--- src/rtl/rf_write_arbiter.sv ---
// rtl/rf_write_arbiter.sv - register file write-port arbiter with multicycle scoreboard
//
// Purpose:
//   Shares the register file's single write port (LE/RW/PW) between the
//   pipeline writeback stage (wb_*) and one multicycle result source (mc_*).
//   Writeback normally has priority. A 32-bit scoreboard records registers
//   reserved by outstanding multicycle ops so decode can see hazards on RA/RB.
//
// Optional feature:
//   RF_ARB_STARVE_EN - when defined, a starvation counter forces a multicycle
//   grant (stalling writeback) after STARVE_LIMIT consecutive denials. When
//   undefined, multicycle results only win idle writeback cycles and wb_stall
//   is tied low.
//
// Ports:
//   Clk, Reset_n            clock, synchronous active-low reset
//   wb_le, wb_rw, wb_pw     writeback write request / destination / data
//   wb_stall                writeback denied this cycle (re-present next cycle)
//   mc_issue, mc_issue_rd   reserve a destination for a new multicycle op
//   mc_valid, mc_rw, mc_pw  multicycle result request / destination / data
//   mc_ready                multicycle result accepted this cycle
//   RA, RB                  decode read selectors
//   busy_a, busy_b          RA/RB currently reserved
//   LE, RW, PW              register file write port

module rf_write_arbiter #(
  parameter int STARVE_LIMIT = 4,
  parameter int CNT_W        = 3
) (
  input  logic        Clk,
  input  logic        Reset_n,
  input  logic        wb_le,
  input  logic [4:0]  wb_rw,
  input  logic [31:0] wb_pw,
  output logic        wb_stall,
  input  logic        mc_issue,
  input  logic [4:0]  mc_issue_rd,
  input  logic        mc_valid,
  input  logic [4:0]  mc_rw,
  input  logic [31:0] mc_pw,
  output logic        mc_ready,
  input  logic [4:0]  RA,
  input  logic [4:0]  RB,
  output logic        busy_a,
  output logic        busy_b,
  output logic        LE,
  output logic [4:0]  RW,
  output logic [31:0] PW
);

  if (STARVE_LIMIT < 1 || STARVE_LIMIT > (1 << CNT_W) - 1) begin : g_bad_limit
    $error("rf_write_arbiter: STARVE_LIMIT does not fit in CNT_W bits");
  end

  logic [31:0] busy;
  logic        wb_req;
  logic        mc_req;
  logic        force_mc;
  logic        grant_wb;
  logic        grant_mc;

  // Writes to r0 from writeback are not real requests and never block MC.
  assign wb_req = wb_le & (wb_rw != 5'd0);
  assign mc_req = mc_valid;

`ifdef RF_ARB_STARVE_EN
  localparam logic [CNT_W-1:0] LIMIT = CNT_W'(STARVE_LIMIT);

  logic [CNT_W-1:0] starve_cnt;

  // Counter sitting at the limit means MC has been denied LIMIT cycles in a row.
  assign force_mc = (starve_cnt == LIMIT) & mc_req;

  always_ff @(posedge Clk) begin
    if (!Reset_n) begin
      starve_cnt <= '0;
    end else if (mc_req & ~grant_mc) begin
      if (starve_cnt != LIMIT) begin
        starve_cnt <= starve_cnt + 1'b1;
      end
    end else begin
      starve_cnt <= '0;
    end
  end
`else
  assign force_mc = 1'b0;
`endif

  // Reset gates every grant so the port is quiet while Reset_n is low.
  assign grant_mc = Reset_n & mc_req & (force_mc | ~wb_req);
  assign grant_wb = Reset_n & wb_req & ~force_mc;
  assign wb_stall = Reset_n & force_mc & wb_req;
  assign mc_ready = grant_mc;

  always_comb begin
    LE = 1'b0;
    RW = 5'd0;
    PW = 32'd0;
    if (grant_wb) begin
      LE = 1'b1;
      RW = wb_rw;
      PW = wb_pw;
    end else if (grant_mc) begin
      // A result to r0 is consumed but its write is suppressed.
      LE = (mc_rw != 5'd0);
      RW = mc_rw;
      PW = mc_pw;
    end
  end

  // Clear first, then set: the later assignment wins when a new reservation
  // targets the register being retired in the same cycle.
  always_ff @(posedge Clk) begin
    if (!Reset_n) begin
      busy <= '0;
    end else begin
      if (grant_mc) begin
        busy[mc_rw] <= 1'b0;
      end
      if (mc_issue && (mc_issue_rd != 5'd0)) begin
        busy[mc_issue_rd] <= 1'b1;
      end
    end
  end

  assign busy_a = Reset_n & busy[RA];
  assign busy_b = Reset_n & busy[RB];

endmodule

--- config.mk ---
export PLATFORM = sky130hd
export DESIGN_NAME = rf_write_arbiter
export DESIGN_NICKNAME = d
export VERILOG_FILES = /design/src/rtl/rf_write_arbiter.sv
export SDC_FILE = /design/constraint.sdc
export NUM_CORES = 1
export LEC_CHECK = 0
export ABC_AREA = 0
export BUFFER_PORTS_ARGS = -buffer_cell sky130_fd_sc_hd__buf_2
export CAP_MARGIN = 20
export CORE_UTILIZATION = 45
export CTS_BUF_LIST = sky130_fd_sc_hd__clkbuf_8 sky130_fd_sc_hd__clkbuf_16
export DETAILED_ROUTE_END_ITERATION = 10
export HOLD_SLACK_MARGIN = 0.05
export PLACE_DENSITY = 0.79
export RECOVER_POWER = 100
export REMOVE_ABC_BUFFERS = 1
export SLEW_MARGIN = 20
export SYNTH_ARGS = -nofsm -noshare
export SYNTH_HDL_FRONTEND = slang
export SYNTH_SLANG_ARGS = --single-unit
export TNS_END_PERCENT = 50
--- constraint.sdc ---
create_clock -name Clk -period 3.5 [get_ports Clk]
set_input_delay 0.7 -clock Clk [delete_from_list [all_inputs] [get_ports Clk]]
set_output_delay 0.7 -clock Clk [all_outputs]
set_load 0.005 [all_outputs]
* Word-level counts from Yosys, hierarchy flattened
Index checks and enable logic that the tools add are counted.
** Storage, ports and cells
- Output and inout bits :: 42
- Register bits :: 32
- Bits of input ports :: 94
- Logic and storage cells :: 40
** Operators by class
- Magnitude comparators :: 6
- Bitwise operators :: 10
- Mux-type cells :: 17
- Reduce and logical (&&, ||, !) cells :: 6
** Operator list (number)
- $mux W32 :: 5
- $and A32 B32 Y32 :: 1
- $not A32 Y32 :: 1
- $or A32 B32 Y32 :: 1
- $lt A5 B6 Y1 const B :: 4
- $reduce_bool A5 Y1 :: 3
- $bmux W1 S5 :: 2
- $demux W1 S5 :: 2
- $ge A5 B1 Y1 const B :: 2
- $mux W5 :: 2
- $and A1 B1 Y1 :: 6
- $mux W1 :: 6
- $logic_and A1 B1 Y1 :: 3
- $not A1 Y1 :: 1

* Depth between registers and ports, before layout
Gate-level depths: netlist of run 1.
- Depth after elaboration :: 10
- Mapped depth :: 7
- Gate-level depth less buffers :: 4

* Worst setup path after synthesis of run 1
No wires, ideal clock.
- Path kind :: input to output
- Start :: in RB[0]
- End :: out busy_b
- Slack :: 0.599 ns
- Path buffers :: 1
- Required time :: 2.800 ns
- Arrival :: 2.201 ns
- Stages :: 5
- Cells stage by stage :: clkbuf_1 mux4_2 nor2b_1 a2111oi_0 and4b_1
** Between the ends
- Word-level cells in the longest chain between the ends :: 3
** Ends and longest elaborated chain
- from (decl) :: line 43 : input logic [4:0] RB,
- $bmux W1 S5 :: line 127 : assign busy_b = Reset_n & busy[RB];
- $mux W1 (implied by the code) :: line 127
- $and A1 B1 Y1 :: line 127
- to (decl) :: line 45 : output logic busy_b,
Every way passes these cells. The select of a mux whose other input is x is not followed.

* Worst setup path after layout of run 1
Same ends and word-level chain as after synthesis.

==> impl_metrics.json, run 1 <==
{
  "status": "completed",
  "hold_crit_class": "flip-flop to flip-flop",
  "cts_root_buffer": "sky130_fd_sc_hd__clkbuf_8",
  "area_taken_by_multi_input_logic_gates_um2": 1644,
  "share_of_cells_above_drive_strength_1_pct": 36.84,
  "route.detailed.vias_per_inst": 6.233,
  "cp_data_arrival_time_ns": 2.46,
  "synth_top_area_share_pct": 26.11,
  "finalHoldViolations": 0,
  "gp_congestion": 0.8488,
  "synth_edf_count": 0,
  "worst-slew-pin-transition_ns": 0.6859,
  "route.vias.total": 2805,
  "cts_tree": "yes",
  "grt_pass1_wl_mm": 12.93,
  "finalHoldWorstSlack_ns": 0.4755,
  "total_leakage_power_nw": 1.263,
  "floorplan.die_area_um2": 5752,
  "nNetsFinal": 476,
  "crit-reg2reg-capture": "busy[0]",
  "clock_latency_ns": 0.27,
  "timing.critical_path.from_type": "input port",
  "max-slew-margin-rel_pct": 54.10,
  "finalClockSkew_ns": 0,
  "largestRegisters": "busy x32",
  "initial_core_util_pct": 47.44,
  "layout.core_utilization_pct": 60.11,
  "min_delay_path_depth": 2,
  "cell_count_after_synthesis": 262,
  "period_share_pct": 90.37,
  "syn-cell-area_um2": 2454,
  "cp-end-kind": "primary output",
  "core.rowCount": 26,
  "drc": 0,
  "ys_top_cells_by_area": "sky130_fd_sc_hd__dfxtp_1, sky130_fd_sc_hd__a22o_1, sky130_fd_sc_hd__mux4_2",
  "antenna_found_initial": 0,
  "nFillCells": 472,
  "ys_seq_area_share_pct": 26.11,
  "worstHoldStart": "busy[0]",
  "ios": 136,
  "floorplan.die.height_um": 75.84,
  "dpl_worst_slack_ns": 0.3703,
  "maxCapViolCount": 0,
  "async_reset_ff_share_pct": 0,
  "post-dp-hpwl_mm": 6.789,
  "clock.fmax_ghz": 0.3162,
  "drtAntennaViolNets": 0,
  "mostFrequentLayoutCells": "sky130_fd_sc_hd__buf_2, sky130_fd_sc_hd__a22o_1, sky130_fd_sc_hd__dfxtp_1",
  "post-layout-total-power_mw": 0.8416,
  "synth-seq-cells": 32,
  "ys.flop_type": "sky130_fd_sc_hd__dfxtp_1",
  "netlist.top_cell.by_area": "sky130_fd_sc_hd__dfxtp_1",
  "critPathMaxStageDelay_ns": 0.57,
  "r2r_setup_slk_ns": 2.84,
  "rsz0062_at_grt": "no",
  "grt_pass1_vias": 2587,
  "critical_path.reg2reg.startpoint": "busy[0]",
  "tritoncts_num_sinks": 32,
  "ctsHoldBuffers": 0,
  "final_common_cell": "sky130_fd_sc_hd__buf_2",
  "drv_slew": 0,
  "cts_resized": 0,
  "cts_buffers": 5,
  "area.sequential_um2": 640.6,
  "critPathRequiredTime_ns": 2.80,
  "powerDensity_nw_per_um2": 270.7,
  "worstPathCellList": "clkbuf_2 > mux4_2 > nor2b_1 > a2111oi_0 > and4b_1 > buf_2",
  "critical_path.max_fanout": 8,
  "final.setup.tns_ns": 0,
  "report.final.setup_viol": 0,
  "largest_register": "busy",
  "design.core.area_um2": 5172,
  "critical_path.slowest_cell": "sky130_fd_sc_hd__mux4_2",
  "clock_tree_buf_depth": 2,
  "dr.first_iter.drc_count": 284,
  "worst-r2r-cell-count": 2,
  "drt_pre_antenna_iters": 4,
  "path_clk_slew_ns": 0.05,
  "hold_end": "busy[0]",
  "largest_reg_flops": 32,
  "post_cts_buffers": 0,
  "floorplan.die.width_um": 75.84,
  "synth.yosys.warnings": 0,
  "grt.total_usage_pct": 30.74,
  "power.ir.vdd_worst_mv": 0.1180,
  "finalWirelength_mm": 8.578,
  "insertedDiodeCount": 0,
  "globalRoute.totalOverflow": 0,
  "synthToLayoutAreaGrowth_pct": 26.72,
  "timing.final.crit_period_ns": 3.163,
  "post_synth.cell_area_avg_um2": 9.365,
  "buffer_ports.inserted": 134,
  "setup_ws_ns": 0.3372,
  "grt_max_degree": 39,
  "ctsHtreeMaxLevel": 2,
  "synth_cell_type_count": 43,
  "avgRoutedWirePerCell_um": 19.06,
  "crit_type": "input port to primary output"
}
-- worst max-delay path by stage --
stage	from	endpoint	slack [ns]	cells past startpoint
CTS	RB[0]	busy_b	0.35	6
global route	RB[0]	busy_b	0.24	6
global placement	wb_rw[2]	PW[5]	0.38	7
floorplan	wb_rw[2]	PW[0]	-0.39	4
detailed placement	RB[0]	busy_b	0.37	6
finish	RB[0]	busy_b	0.34	6
-- cell type report --
type | count | area share (%)
Clock buffer | 5 | 2.213
Inverter | 1 | 0.1207
Multi-Input combinational cell | 204 | 52.88
Sequential cell | 32 | 20.60
Tap cell | 70 | 2.817
Timing Repair Buffer | 138 | 21.37
-- power breakdown --
part | internal (mW) | switching, mW | total, mW
sequential | 0.369 | 0.00348 | 0.373
combinational | 0.102 | 0.123 | 0.225
clock | 0.128 | 0.116 | 0.244
total | 0.599 | 0.243 | 0.842
-- metrics by stage --
step / instances / instance area [µm²]
floorplan: 237 / 2293
global placement: 445 / 3084
detailed placement: 445 / 3084
CTS: 450 / 3153
global route: 450 / 3109
finish: 450 / 3109
-- synthesized netlist by cell type (3+ instances only) --
library cell and number:
sky130_fd_sc_hd__nand4b_1 3, sky130_fd_sc_hd__nor4_1 16, sky130_fd_sc_hd__or2_2 3, sky130_fd_sc_hd__mux2_2 4
sky130_fd_sc_hd__nand4_1 16, sky130_fd_sc_hd__o22ai_1 17, sky130_fd_sc_hd__nand2b_1 7, sky130_fd_sc_hd__clkbuf_1 9
sky130_fd_sc_hd__a32o_1 15, sky130_fd_sc_hd__buf_2 5, sky130_fd_sc_hd__nor3b_1 3, sky130_fd_sc_hd__nand3_1 3
sky130_fd_sc_hd__o21ai_0 3, sky130_fd_sc_hd__buf_6 7, sky130_fd_sc_hd__mux4_2 14, sky130_fd_sc_hd__mux2i_1 4
sky130_fd_sc_hd__nor2_1 5, sky130_fd_sc_hd__nand2_1 25, sky130_fd_sc_hd__dfxtp_1 32, sky130_fd_sc_hd__nor2b_1 6
sky130_fd_sc_hd__a22o_1 37
-- worst max-delay path, delay by kind of cell --
family	cells	cell delay [ns]
multiplexers	1	0.57
buffers and inverters	2	0.36
AO/OA/AOI/OAI	1	0.43
AND/OR/NAND/NOR	2	0.40
-- logic make-up after synthesis --
logic type	after synthesis	share of synthesized area [%]
AOI/OAI and AO/OA	82	27.59
muxes	22	16.32
and+or+nand+nor	99	23.15
DFF	32	26.11
other	1	0.1528
buffers and inverters	26	6.680
-- metal layers --
layer  vias up  share of wire (%)  GRT usage, %
li1       1322                  -             -
met1      1326                 40         36.94
met2       140                 50         53.29
met3        17                7.3         5.952
met4         0                2.3         13.37
met5         -                  0             0
(Power assumes the default switching activity.)
==> run 2, diff against run 1 <==
CELL_PAD_IN_SITES_DETAIL_PLACEMENT = 1   (was not set)
CELL_PAD_IN_SITES_GLOBAL_PLACEMENT = 2   (was not set)
CORE_UTILIZATION = 25   (was 45)
==> impl_metrics.json, run 2 (synthesized netlist as in run 1, its figures left out) <==
{
  "powerDensity_nw_per_um2": 292.0,
  "worstPathCellList": "buf_2 > or4_1 > o21ai_0 > clkbuf_1 > a21boi_0 > clkbuf_1",
  "core.rowCount": 35,
  "finalHoldViolations": 0,
  "post_cts_buffers": 0,
  "dr.first_iter.drc_count": 184,
  "cts_resized": 0,
  "power.ir.vdd_worst_mv": 0.1411,
  "grt_pass1_vias": 2841,
  "nNetsFinal": 478,
  "critPathRequiredTime_ns": 2.80,
  "final_area_um2": 3242,
  "grt.total_usage_pct": 19.96,
  "hold_crit_class": "flip-flop to flip-flop",
  "ios": 136,
  "max-slew-margin-rel_pct": 51.40,
  "period_share_pct": 88.66,
  "finalHoldWorstSlack_ns": 0.5013,
  "worstHoldStart": "busy[30]",
  "report.final.setup_viol": 0,
  "layout.core_utilization_pct": 34.59,
  "drtAntennaViolNets": 0,
  "floorplan.die_area_um2": 10210,
  "ctsHtreeMaxLevel": 2,
  "share_of_cells_above_drive_strength_1_pct": 36.62,
  "worst-slew-pin-transition_ns": 0.7263,
  "globalRoute.totalOverflow": 0,
  "initial_core_util_pct": 26.18,
  "critical_path.max_fanout": 17,
  "finalWirelength_mm": 9.943,
  "floorplan.die.width_um": 101.1,
  "finalClockSkew_ns": 0,
  "synthToLayoutAreaGrowth_pct": 32.13,
  "route.detailed.vias_per_inst": 5.486,
  "dp.cells": 506,
  "post-layout-total-power_mw": 0.9465,
  "design.core.area_um2": 9371,
  "cts_buffers": 5,
  "clock_latency_ns": 0.28,
  "dpl_worst_slack_ns": 0.5303,
  "largest_register": "busy",
  "critical_path.slowest_cell": "sky130_fd_sc_hd__or4_1",
  "maxCapViolCount": 0,
  "status": "completed",
  "critPathTopFamily": "buffers and inverters",
  "path_clk_slew_ns": 0.06,
  "nFillCells": 1169,
  "fin_cells": 514,
  "gp_congestion": 0.7774,
  "total_leakage_power_nw": 1.289,
  "largest_reg_flops": 32,
  "insertedDiodeCount": 0,
  "buffer_ports.inserted": 134,
  "final_common_cell": "sky130_fd_sc_hd__buf_2",
  "timing.final.crit_period_ns": 3.103,
  "grt_max_degree": 39,
  "critical_path.most_common_cell": "sky130_fd_sc_hd__clkbuf_1",
  "final.setup.tns_ns": 0,
  "worst-path-buf-inv": 3,
  "drt_pre_antenna_iters": 4,
  "ctsHoldBuffers": 0,
  "post-dp-hpwl_mm": 8.076,
  "cp-end-kind": "primary output",
  "cp_data_arrival_time_ns": 2.40,
  "floorplan.die.height_um": 101.1,
  "timing.critical_path.from_type": "input port",
  "clock_tree_buf_depth": 2,
  "cts_tree": "yes",
  "tritoncts_num_sinks": 32,
  "avgRoutedWirePerCell_um": 19.34,
  "rsz0062_at_grt": "no",
  "drv_slew": 0,
  "setup.worst_path.start": "wb_rw[2]",
  "critical_path.reg2reg.startpoint": "busy[0]",
  "drc": 0,
  "antenna_found_initial": 0,
  "route.vias.total": 2820,
  "largestRegisters": "busy x32",
  "critPathMaxStageDelay_ns": 0.55,
  "cts_root_buffer": "sky130_fd_sc_hd__clkbuf_8",
  "grt_pass1_wl_mm": 15.39,
  "place_area_um2": 3186,
  "mostFrequentLayoutCells": "sky130_fd_sc_hd__buf_2, sky130_fd_sc_hd__a22o_1, sky130_fd_sc_hd__dfxtp_1",
  "crit_type": "input port to primary output",
  "setup_ws_ns": 0.3969,
  "clock.fmax_ghz": 0.3223
}
[run 2: cell count changes in the layout (fill, tap and decap cells not counted)]
cell / previous run / this run
sky130_fd_sc_hd__clkbuf_1: 27 / 29
sky130_fd_sc_hd__buf_12: 0 / 1
sky130_fd_sc_hd__bufinv_16: 0 / 1
sky130_fd_sc_hd__clkbuf_2: 1 / 0
sky130_fd_sc_hd__clkinv_2: 0 / 1
sky130_fd_sc_hd__inv_1: 1 / 2
sky130_fd_sc_hd__nor2_1: 4 / 5
sky130_fd_sc_hd__nor2_2: 1 / 0
[run 2: worst paths after layout]
| kind | slack [ns] | cells after the start | endpoint |
|---|---|---|---|
| worst max-delay path | 0.40 | 6 | LE |
| worst min-delay path | 0.50 | 2 | busy[30] |
| worst max register to register | 2.78 | 2 | busy[0] |
| worst min register to register | 0.50 | 2 | busy[30] |
[run 2: layout make-up]
cell class | count | area, µm² | share of cell area (%)
multi-input cells | 204 | 1642 | 50.64
repair buffers | 140 | 686.9 | 21.19
flip-flops and latches | 32 | 640.6 | 19.76
well taps | 129 | 161.4 | 4.979
clock buffers | 5 | 68.82 | 2.123
clock inverters | 3 | 38.79 | 1.196
inverters | 1 | 3.754 | 0.1158
[run 2: tightest hold or removal path, stage by stage (launching register included)]
cell and delay, ns:
sky130_fd_sc_hd__dfxtp_1 0.32, sky130_fd_sc_hd__nand2_1 0.06, sky130_fd_sc_hd__o22ai_1 0.07
[run 2: layer usage]
metal	vias to the layer above	part of all wire, %	track usage [%]
met5	-	0	0
met4	0	1.4	5.909
met3	11	6.4	3.953
met2	120	50	34.85
met1	1361	42	24.69
li1	1328	-	-
[run 2: power breakdown]
part           switching (mW)  internal [mW]
sequential            0.00447          0.369
clock                   0.138          0.208
combinational           0.124          0.104
